===== src/rtl/gpu_bank_arbiter_pkg.sv =====
// gpu_pkg: shared widths and address helpers for the gpu_bank register file
// (8 contexts x 32 registers x 64 bits) and its round-robin bank arbiter.
package gpu_pkg;

    localparam int DATA_W       = 64;
    localparam int CTX_W        = 3;
    localparam int REG_W        = 5;
    localparam int NUM_CTX      = 8;
    localparam int REGS_PER_CTX = 32;

    // Flat bank address: context id in the upper bits, register index below.
    typedef logic [CTX_W+REG_W-1:0] bank_addr_t;

    // Builds the flat address ctx*REGS_PER_CTX + reg.
    function automatic bank_addr_t flat_addr(input logic [CTX_W-1:0] ctx_id,
                                             input logic [REG_W-1:0] reg_idx);
        return {ctx_id, reg_idx};
    endfunction

endpackage


===== src/rtl/gpu_bank_arbiter_rr.sv =====
// rr_arbiter: purely combinational round-robin pick. Returns the first
// eligible requester at or after ptr (wrapping) as a one-hot vector plus a
// found flag. The pointer register lives in the parent.
module rr_arbiter #(
    parameter int NUM_REQ = 4,
    parameter int PTR_W   = 2
) (
    input  logic [NUM_REQ-1:0] eligible,
    input  logic [PTR_W-1:0]   ptr,
    output logic [NUM_REQ-1:0] winner,
    output logic               found
);

    logic [PTR_W:0]   slot;
    logic [PTR_W-1:0] idx;

    // Walk the requesters starting at ptr and keep the first eligible one.
    always_comb begin
        winner = '0;
        found  = 1'b0;
        slot   = '0;
        idx    = '0;
        for (int k = 0; k < NUM_REQ; k++) begin
            slot = {1'b0, ptr} + (PTR_W+1)'(k);
            if (slot >= (PTR_W+1)'(NUM_REQ)) begin
                slot = slot - (PTR_W+1)'(NUM_REQ);
            end
            idx = slot[PTR_W-1:0];
            if (!found && eligible[idx]) begin
                winner[idx] = 1'b1;
                found       = 1'b1;
            end
        end
    end

endmodule


===== src/rtl/gpu_bank_arbiter.sv =====
// gpu_bank_arbiter: shares the single gpu_bank port between NUM_REQ
// requesters with round-robin priority. One access per cycle; read data
// returns to the granted requester three cycles after its request is
// sampled. Data/context/register widths come from gpu_pkg.
// Optional build macro GPU_BANK_ARB_STATS_EN adds a saturating stall_cnt.
module gpu_bank_arbiter
    import gpu_pkg::*;
#(
    parameter int NUM_REQ = 4
) (
    input  logic                      clk,
    input  logic                      rst,
    input  logic [NUM_REQ-1:0]        req,
    input  logic [NUM_REQ-1:0]        req_we,
    input  logic [NUM_REQ*CTX_W-1:0]  req_ctx,
    input  logic [NUM_REQ*REG_W-1:0]  req_reg,
    input  logic [NUM_REQ*DATA_W-1:0] req_wdata,
    output logic [NUM_REQ-1:0]        gnt,
    output logic [NUM_REQ-1:0]        rvalid,
    output logic [DATA_W-1:0]         rdata,
    output logic                      bank_read,
    output logic                      bank_write,
    output bank_addr_t                bank_addr,
    output logic [DATA_W-1:0]         bank_wdata,
    input  logic [DATA_W-1:0]         bank_rdata
`ifdef GPU_BANK_ARB_STATS_EN
    ,
    output logic [31:0]               stall_cnt
`endif
);

    localparam int PTR_W = (NUM_REQ > 1) ? $clog2(NUM_REQ) : 1;

    logic [PTR_W-1:0]   ptr;
    logic [PTR_W-1:0]   ptr_next;
    logic [NUM_REQ-1:0] eligible;
    logic [NUM_REQ-1:0] win_oh;
    logic               win_found;
    logic [PTR_W-1:0]   win_idx;
    logic               sel_we;
    logic [CTX_W-1:0]   sel_ctx;
    logic [REG_W-1:0]   sel_reg;
    logic [DATA_W-1:0]  sel_wdata;

    // Read tag pipeline: stage 1 travels with bank_read, stage 2 with bank_rdata.
    logic               tag1_valid;
    logic [PTR_W-1:0]   tag1_idx;
    logic               tag2_valid;
    logic [PTR_W-1:0]   tag2_idx;

    // A requester already holding gnt is skipped so a held req is not granted twice.
    assign eligible = req & ~gnt;

    rr_arbiter #(
        .NUM_REQ (NUM_REQ),
        .PTR_W   (PTR_W)
    ) u_rr (
        .eligible (eligible),
        .ptr      (ptr),
        .winner   (win_oh),
        .found    (win_found)
    );

    // Encode the one-hot winner and mux out its command fields.
    always_comb begin
        win_idx   = '0;
        sel_we    = 1'b0;
        sel_ctx   = '0;
        sel_reg   = '0;
        sel_wdata = '0;
        for (int i = 0; i < NUM_REQ; i++) begin
            if (win_oh[i]) begin
                win_idx   = PTR_W'(i);
                sel_we    = req_we[i];
                sel_ctx   = req_ctx[i*CTX_W +: CTX_W];
                sel_reg   = req_reg[i*REG_W +: REG_W];
                sel_wdata = req_wdata[i*DATA_W +: DATA_W];
            end
        end
    end

    assign ptr_next = (win_idx == PTR_W'(NUM_REQ-1)) ? '0 : win_idx + 1'b1;

    // Register the grant, bank command and pointer; address/data hold when idle.
    always_ff @(posedge clk or posedge rst) begin
        if (rst) begin
            gnt        <= '0;
            bank_read  <= 1'b0;
            bank_write <= 1'b0;
            bank_addr  <= '0;
            bank_wdata <= '0;
            ptr        <= '0;
        end else begin
            gnt        <= win_oh;
            bank_read  <= win_found & ~sel_we;
            bank_write <= win_found & sel_we;
            if (win_found) begin
                bank_addr  <= flat_addr(sel_ctx, sel_reg);
                bank_wdata <= sel_wdata;
                ptr        <= ptr_next;
            end
        end
    end

    // Shift the read tag alongside the bank access so returns find their owner.
    always_ff @(posedge clk or posedge rst) begin
        if (rst) begin
            tag1_valid <= 1'b0;
            tag1_idx   <= '0;
            tag2_valid <= 1'b0;
            tag2_idx   <= '0;
        end else begin
            tag1_valid <= win_found & ~sel_we;
            tag1_idx   <= win_idx;
            tag2_valid <= tag1_valid;
            tag2_idx   <= tag1_idx;
        end
    end

    // Capture bank read data and pulse rvalid to the tagged requester.
    always_ff @(posedge clk or posedge rst) begin
        if (rst) begin
            rvalid <= '0;
            rdata  <= '0;
        end else begin
            rvalid <= '0;
            if (tag2_valid) begin
                rvalid[tag2_idx] <= 1'b1;
                rdata            <= bank_rdata;
            end
        end
    end

`ifdef GPU_BANK_ARB_STATS_EN
    logic stall_hit;

    // A cycle stalls when some eligible requester other than the winner waits.
    assign stall_hit = |(eligible & ~win_oh);

    // Count stalled cycles, saturating at all ones.
    always_ff @(posedge clk or posedge rst) begin
        if (rst) begin
            stall_cnt <= '0;
        end else if (stall_hit && (stall_cnt != 32'hFFFF_FFFF)) begin
            stall_cnt <= stall_cnt + 32'd1;
        end
    end
`endif

endmodule


===== config.mk =====
export PLATFORM = sky130hd
export DESIGN_NAME = gpu_bank_arbiter
export DESIGN_NICKNAME = d
export VERILOG_FILES = /design/src/rtl/gpu_bank_arbiter_pkg.sv /design/src/rtl/gpu_bank_arbiter_rr.sv /design/src/rtl/gpu_bank_arbiter.sv
export SDC_FILE = /design/constraint.sdc
export NUM_CORES = 1
export LEC_CHECK = 0
export BUFFER_PORTS_ARGS = -buffer_cell sky130_fd_sc_hd__buf_2
export CAP_MARGIN = 10
export CORE_AREA = 2 2 197 199
export CTS_BUF_LIST = sky130_fd_sc_hd__clkbuf_4
export DETAILED_ROUTE_END_ITERATION = 8
export DIE_AREA = 0 0 199 201
export GPL_TIMING_DRIVEN = 0
export HOLD_SLACK_MARGIN = 0.02
export PLACE_DENSITY = 0.42
export REMOVE_ABC_BUFFERS = 1
export SLEW_MARGIN = 20
export SYNTH_ARGS = -nofsm -noshare
export SYNTH_HDL_FRONTEND = slang
export SYNTH_SLANG_ARGS = --single-unit

===== constraint.sdc =====
create_clock -name clk -period 5.5 [get_ports clk]
set_input_delay 0.275 -clock clk [delete_from_list [all_inputs] [get_ports clk]]
set_output_delay 0.275 -clock clk [all_outputs]
set_load 0.005 [all_outputs]

# == Yosys cells after proc, flatten, opt, wreduce, memory -nomap -nowiden ==
# Index checks and enable logic that the tools add are counted.
# word_totals
input_bits,362
register_bits,153
out_inout_bits,146
# op_classes
addsub,8
mux,51
n_lt_le_gt_ge,14
n_reduce_logical,11
n_bitwise,8
eq_ne,1
# op_table
operator,count
two-way mux 64 bit,4
two-way mux 4 bit,5
two-way mux 5 bit,4
two-way mux 1 bit,18
< comparator 2 x 3 -> 1 bit (second input constant),5
two-way mux 2 bit,7
two-way mux 3 bit,4
bitwise OR 4 bit,3
demux 1 bit (select 2 bit),5
greater-or-equal comparator 2 x 1 -> 1 bit (second input constant),5
greater-or-equal comparator 3 bit (second input constant),3
binary-select mux 1 bit (select 2 bit),4
logical AND 1 bit,8
subtractor 2 x 1 -> 2 bit (second input constant),4
adder 2 x 2 -> 3 bit (second input constant),2
AND 4 bit,1
NOT 4 bit,1
adder 2 x 1 -> 3 bit (second input constant),1
greater-or-equal comparator 2 x 3 -> 1 bit (second input constant),1
logical NOT 1 bit,3
adder 2 x 1 -> 2 bit (second input constant),1
AND 1 bit,2
== test 2 bit (second input constant),1
NOT 1 bit,1

# == Depth between registers and ports, before layout ==
# logic_depth
depth_word,20
ltp_mapped,13
mapped_depth_nobuf,10

# == By module ==
# A second synthesis with hierarchy kept.
# hier_totals
cells_unflattened,656
area_unflattened_um2,8005.2
# by_module_without_submodules
mod,area_per_inst_um2,instances,seq_area_each_um2,cells_each
gpu_bank_arbiter,7497.2,1,3828.7,594
rr_arbiter,508.0,1,0.0,62

# == Worst setup path after synthesis ==
# No wires, ideal clock.
# synth_path
path_type,reg-to-reg
start,register ptr[0]
end,register bank_addr[0]
path_stages_with_launch,13
setup_slack_ps,2840
required_time_ps,5377
arrival_ps,2537
synth_period_minus_slack_ps,2660
path_cell_list,dfrtp_1 > buf_6 > inv_2 > ha_1 > and3_1 > o2111ai_2 > nand2_1 > a211o_1 > and3_1 > buf_6 > buf_6 > a221oi_2 > o21ai_1
# synth_via
elab_chain_cells,18
# synth_lines
element,line,source
"start, declared",gpu_bank_arbiter.sv:34,logic [PTR_W-1:0] ptr;
"start signal, assigned",gpu_bank_arbiter.sv:100,ptr <= ptr_next;
"parallel branches: the longest is 13 deep, another holds adder 2 x 1 -> 3 bit",--,
two-way mux 4 bit (*),gpu_bank_arbiter_rr.sv:29,if (!found && eligible[idx]) begin
named net u_rr.winner[0],gpu_bank_arbiter_rr.sv:10,"output logic [NUM_REQ-1:0] winner,"
two-way mux 5 bit (*) (4 in series),gpu_bank_arbiter.sv:72,if (win_oh[i]) begin
"end signal, assigned",gpu_bank_arbiter.sv:98,"bank_addr <= flat_addr(sel_ctx, sel_reg);"
"end, declared",gpu_bank_arbiter.sv:23,"output bank_addr_t bank_addr,"
# Mark *: on every way through the listed nets, which the timed path passes. The select of a mux whose other input is x is not followed.
# A chain may end at the register's enable or synchronous reset.

# == Worst setup path after layout ==
# layout_path
start,register ptr[0]
end,register bank_wdata[22]
# layout_lines
element,line,source
"parallel branches: the longest is 13 deep, another holds adder 2 x 1 -> 3 bit",--,
two-way mux 4 bit (*),gpu_bank_arbiter_rr.sv:29,
named net u_rr.winner[2],gpu_bank_arbiter_rr.sv:10,
two-way mux 64 bit (*) (2 in series),gpu_bank_arbiter.sv:72,
"end signal, assigned",gpu_bank_arbiter.sv:99,bank_wdata <= sel_wdata;
"end, declared",gpu_bank_arbiter.sv:24,"output logic [DATA_W-1:0] bank_wdata,"
# Marked as above.

==> results.cfg <==
[power_and_ir_drop]
power_switching_share = 0.405
pwr-share-seq = 0.222
finalPower_mw = 9.30
p_comb_frac = 0.688
switchingPower_mw = 3.77
p_per_area_nw_per_um2 = 666
power_frac_clock = 0.091
internal-power_mw = 5.54
peakVddDrop_uv = 348
total_leakage_power_nw = 6.87

[place]
gp_congestion = 0.749
place_ws_ns = 1.65
port_buffers = 507
dp_hpwl_um = 27100

[critical_path]
required_ns = 6.02
path_buf_inv = 7
slowest_delay_ns = 0.63
cp.arrival_ns = 5.35
reg2reg_to = bank_wdata[22]$_DFFE_PP0P_
critPathLaunch = ptr[0]$_DFFE_PP0P_
cpLargestDelayFamily = buffers and inverters
critical_path_class = register to register
worst-path-max-fanout = 48
critPathLaunchType = register
r2r-start = ptr[0]$_DFFE_PP0P_
reg2regPathDepth = 15
cp_cell_sequence = inv_2, ha_1, mux4_2, a31oi_2, and2_4, buf_16, nor2_4, inv_2, nor2_4, buf_12, buf_16, a221oi_2, dlygate4sd3_1, o21ai_1, dlygate4sd3_1
end_kind = register
rrSetupSlack_ns = 0.67
cpMaxStageDelayCell = dfrtp_1

[synthesis]
synth_area_leaders = dfrtp_1 47%, a221oi_2 13%, mux2_2 8.9%, nand2_1 7.1%, o21ai_0 4.7%
ys_types = 42
yosys_register_bits = 153
synthArstFlopShare = 1.00
yosysWarnings = 0
yosys.area.top_type = dfrtp_1
synthCells = 793
synth_top_flop_cell = dfrtp_1
syn_avg_cell_area_um2 = 10.2
synth_top_area_frac = 0.471
synth_edf_count = 0
syn_area_um2 = 8130
yosysSeqAreaShare = 0.471

[outcome]
status = finished clean

[timing]
period_needed_ns = 4.83
relSlewSlack = 0.532
finClkSkew_ns = 0.0203
hold_viol = 0
tightestPinTransition_ns = 0.700
rsz0062_at_grt = no
layout_setup_ws_ns = 0.669
setup_violations = 0
final_max_slew_viol_count = 0
max_freq_mhz = 207
fin_crit_sh = 0.878

[floorplan]
row_count = 72
die_width_um = 199
core_um2 = 38100
die_y_um = 201
die_area_um2 = 40000
io_pins = 508
start_util = 0.213

[global_routing]
track_usage = 0.176
grt_overflow = 0
grt_max_degree = 88
grt_pass1_vias = 9468
antenna_found_initial = 13
grt_pass1_wl_um = 53700

[hold_path]
hold_end = bank_write$_DFF_PP0_
holdPathStages = 4
hold_path.startpoint = req_we[2]
hp-class = primary input to register

[cts]
cts.sinks = 153
cts_tree = yes
hold_buffers = 218
cts_max_level = 4
clk_pin_slew_worst_paths_ns = 0.17
clock_path_buffers = 2
cts_setup_buffers = 0
cts_resized = 0
clk_latency_ns = 0.60
clockRootBuffer = clkbuf_4
cts_buffers = 17

[drt]
ant_nets = 0
first_pass_iters = 4
wirelength_um = 35200
drc = 0
drt-vias-per-instance = 4.36
routedWlPerCell_um = 17.2
drtIter0Drc = 235
route.vias.total = 8919

[final_layout]
layout.filler_cells = 3980
drive_above_1_share = 0.478
syn_to_final_growth_pct = 71.8
nets = 1875

[job]
drv_cap = 0
==> synthesized netlist by cell type, drive strengths merged (4+ instances only) <==
cell type / count
ha: 6
o21ai: 150
nand2: 154
nand2b: 4
and3: 4
nor2: 76
clkbuf: 37
dfrtp: 153
a221oi: 72
nor3: 5
buf: 26
nand3: 4
and2: 4
mux2: 64
nor2b: 4
inv: 8
==> cell usage in the layout (no fill, tap or decap), types with 5 or more instances in the layout <==
cell / netlist / final
clkbuf_4: 0 / 17
nor3_1: 5 / 5
buf_12: 0 / 5
dlygate4sd3_1: 0 / 218
o21ai_0: 76 / 76
o21ai_1: 74 / 74
ha_1: 6 / 6
a221oi_2: 70 / 70
buf_16: 0 / 6
nor2_1: 73 / 73
diode_2: 0 / 7
dfrtp_1: 153 / 152
nand2_1: 154 / 154
buf_8: 0 / 6
mux2_2: 64 / 64
buf_2: 3 / 519
inv_6: 0 / 6
==> power by group through the flow <==
stage	Sequential (mW)	Combinational [mW]	Clock [mW]
after floorplan	2.14	3.10	0
after global placement	2.10	4.45	0
after detailed placement	2.09	5.07	0
after CTS	2.07	6.43	0.893
after global routing	2.14	7.04	0.934
final	2.06	6.39	0.842
==> per-stage QoR <==
stage               cell area [µm²]  hold slack, ns   util  TNS, ns  cells
detailed placement            11400           0.337  0.300        0   1788
global route                  14000          0.0899  0.366        0   2043
CTS                           13900          0.0782  0.366        0   2038
floorplan                      7750           0.331      -   -88.68    730
global placement              10900           0.333  0.287  -710.38   1755
finish                        14000           0.165  0.366        0   2045
==> worst min-delay path: stages <==
cell	delay, ns
buf_2	0.10
o21ai_0	0.15
nor3_1	0.06
a21o_1	0.15
==> area by class of cell <==
cell class                 instances  area, µm²  share of cell area
sequential                       153       3830               0.274
inverter                           8       37.5             0.00269
tap                              518        648              0.0464
timing repair buffer             758       5180               0.371
antenna                            7       17.5             0.00125
clock inverter                    15        203              0.0145
clock buffer                      17        128             0.00914
multi-input combinational        569       3920               0.281
==> worst max-delay path by stage <==
stage                                 end  slack, ns  cells after the start
2_1_floorplan        tag1_valid$_DFF_PP0_      -1.62                      9
3_3_place_gp           ptr[0]$_DFFE_PP0P_      -6.99                      4
3_5_place_dp   bank_wdata[57]$_DFFE_PP0P_       1.65                     11
4_1_cts        bank_wdata[22]$_DFFE_PP0P_       0.65                     15
5_1_grt        bank_wdata[22]$_DFFE_PP0P_       0.40                     15
6_report       bank_wdata[22]$_DFFE_PP0P_       0.67                     15
==> kinds of logic after synthesis <==
logic type / after synthesis / share of synthesized area
compound gates: 234 / 0.240
buf+inv: 71 / 0.0494
fa+ha+maj: 6 / 0.00924
flops: 153 / 0.471
simple gates: 262 / 0.133
mux: 67 / 0.0970
==> state kept, by name (all words and copies together) (netlist names) <==
signal,cells
tag2_idx,2
bank_write,1
gnt,4
tag1_valid,1
bank_addr,8
ptr,2
bank_wdata,64
tag1_idx,2
rdata,64
rvalid,4
tag2_valid,1
==> metal layers <==
metal / share of wire / GRT usage / wire (µm) / vias up
met4: 0.012 / 0.0418 / 439 / 6
met1: 0.39 / 0.197 / 13900 / 4246
met2: 0.51 / 0.316 / 17800 / 363
met5: 0.0012 / 0 / 41 / -
met3: 0.086 / 0.0607 / 3010 / 30
li1: - / - / - / 4274
No activity file was read; power rests on OpenSTA's default activity.
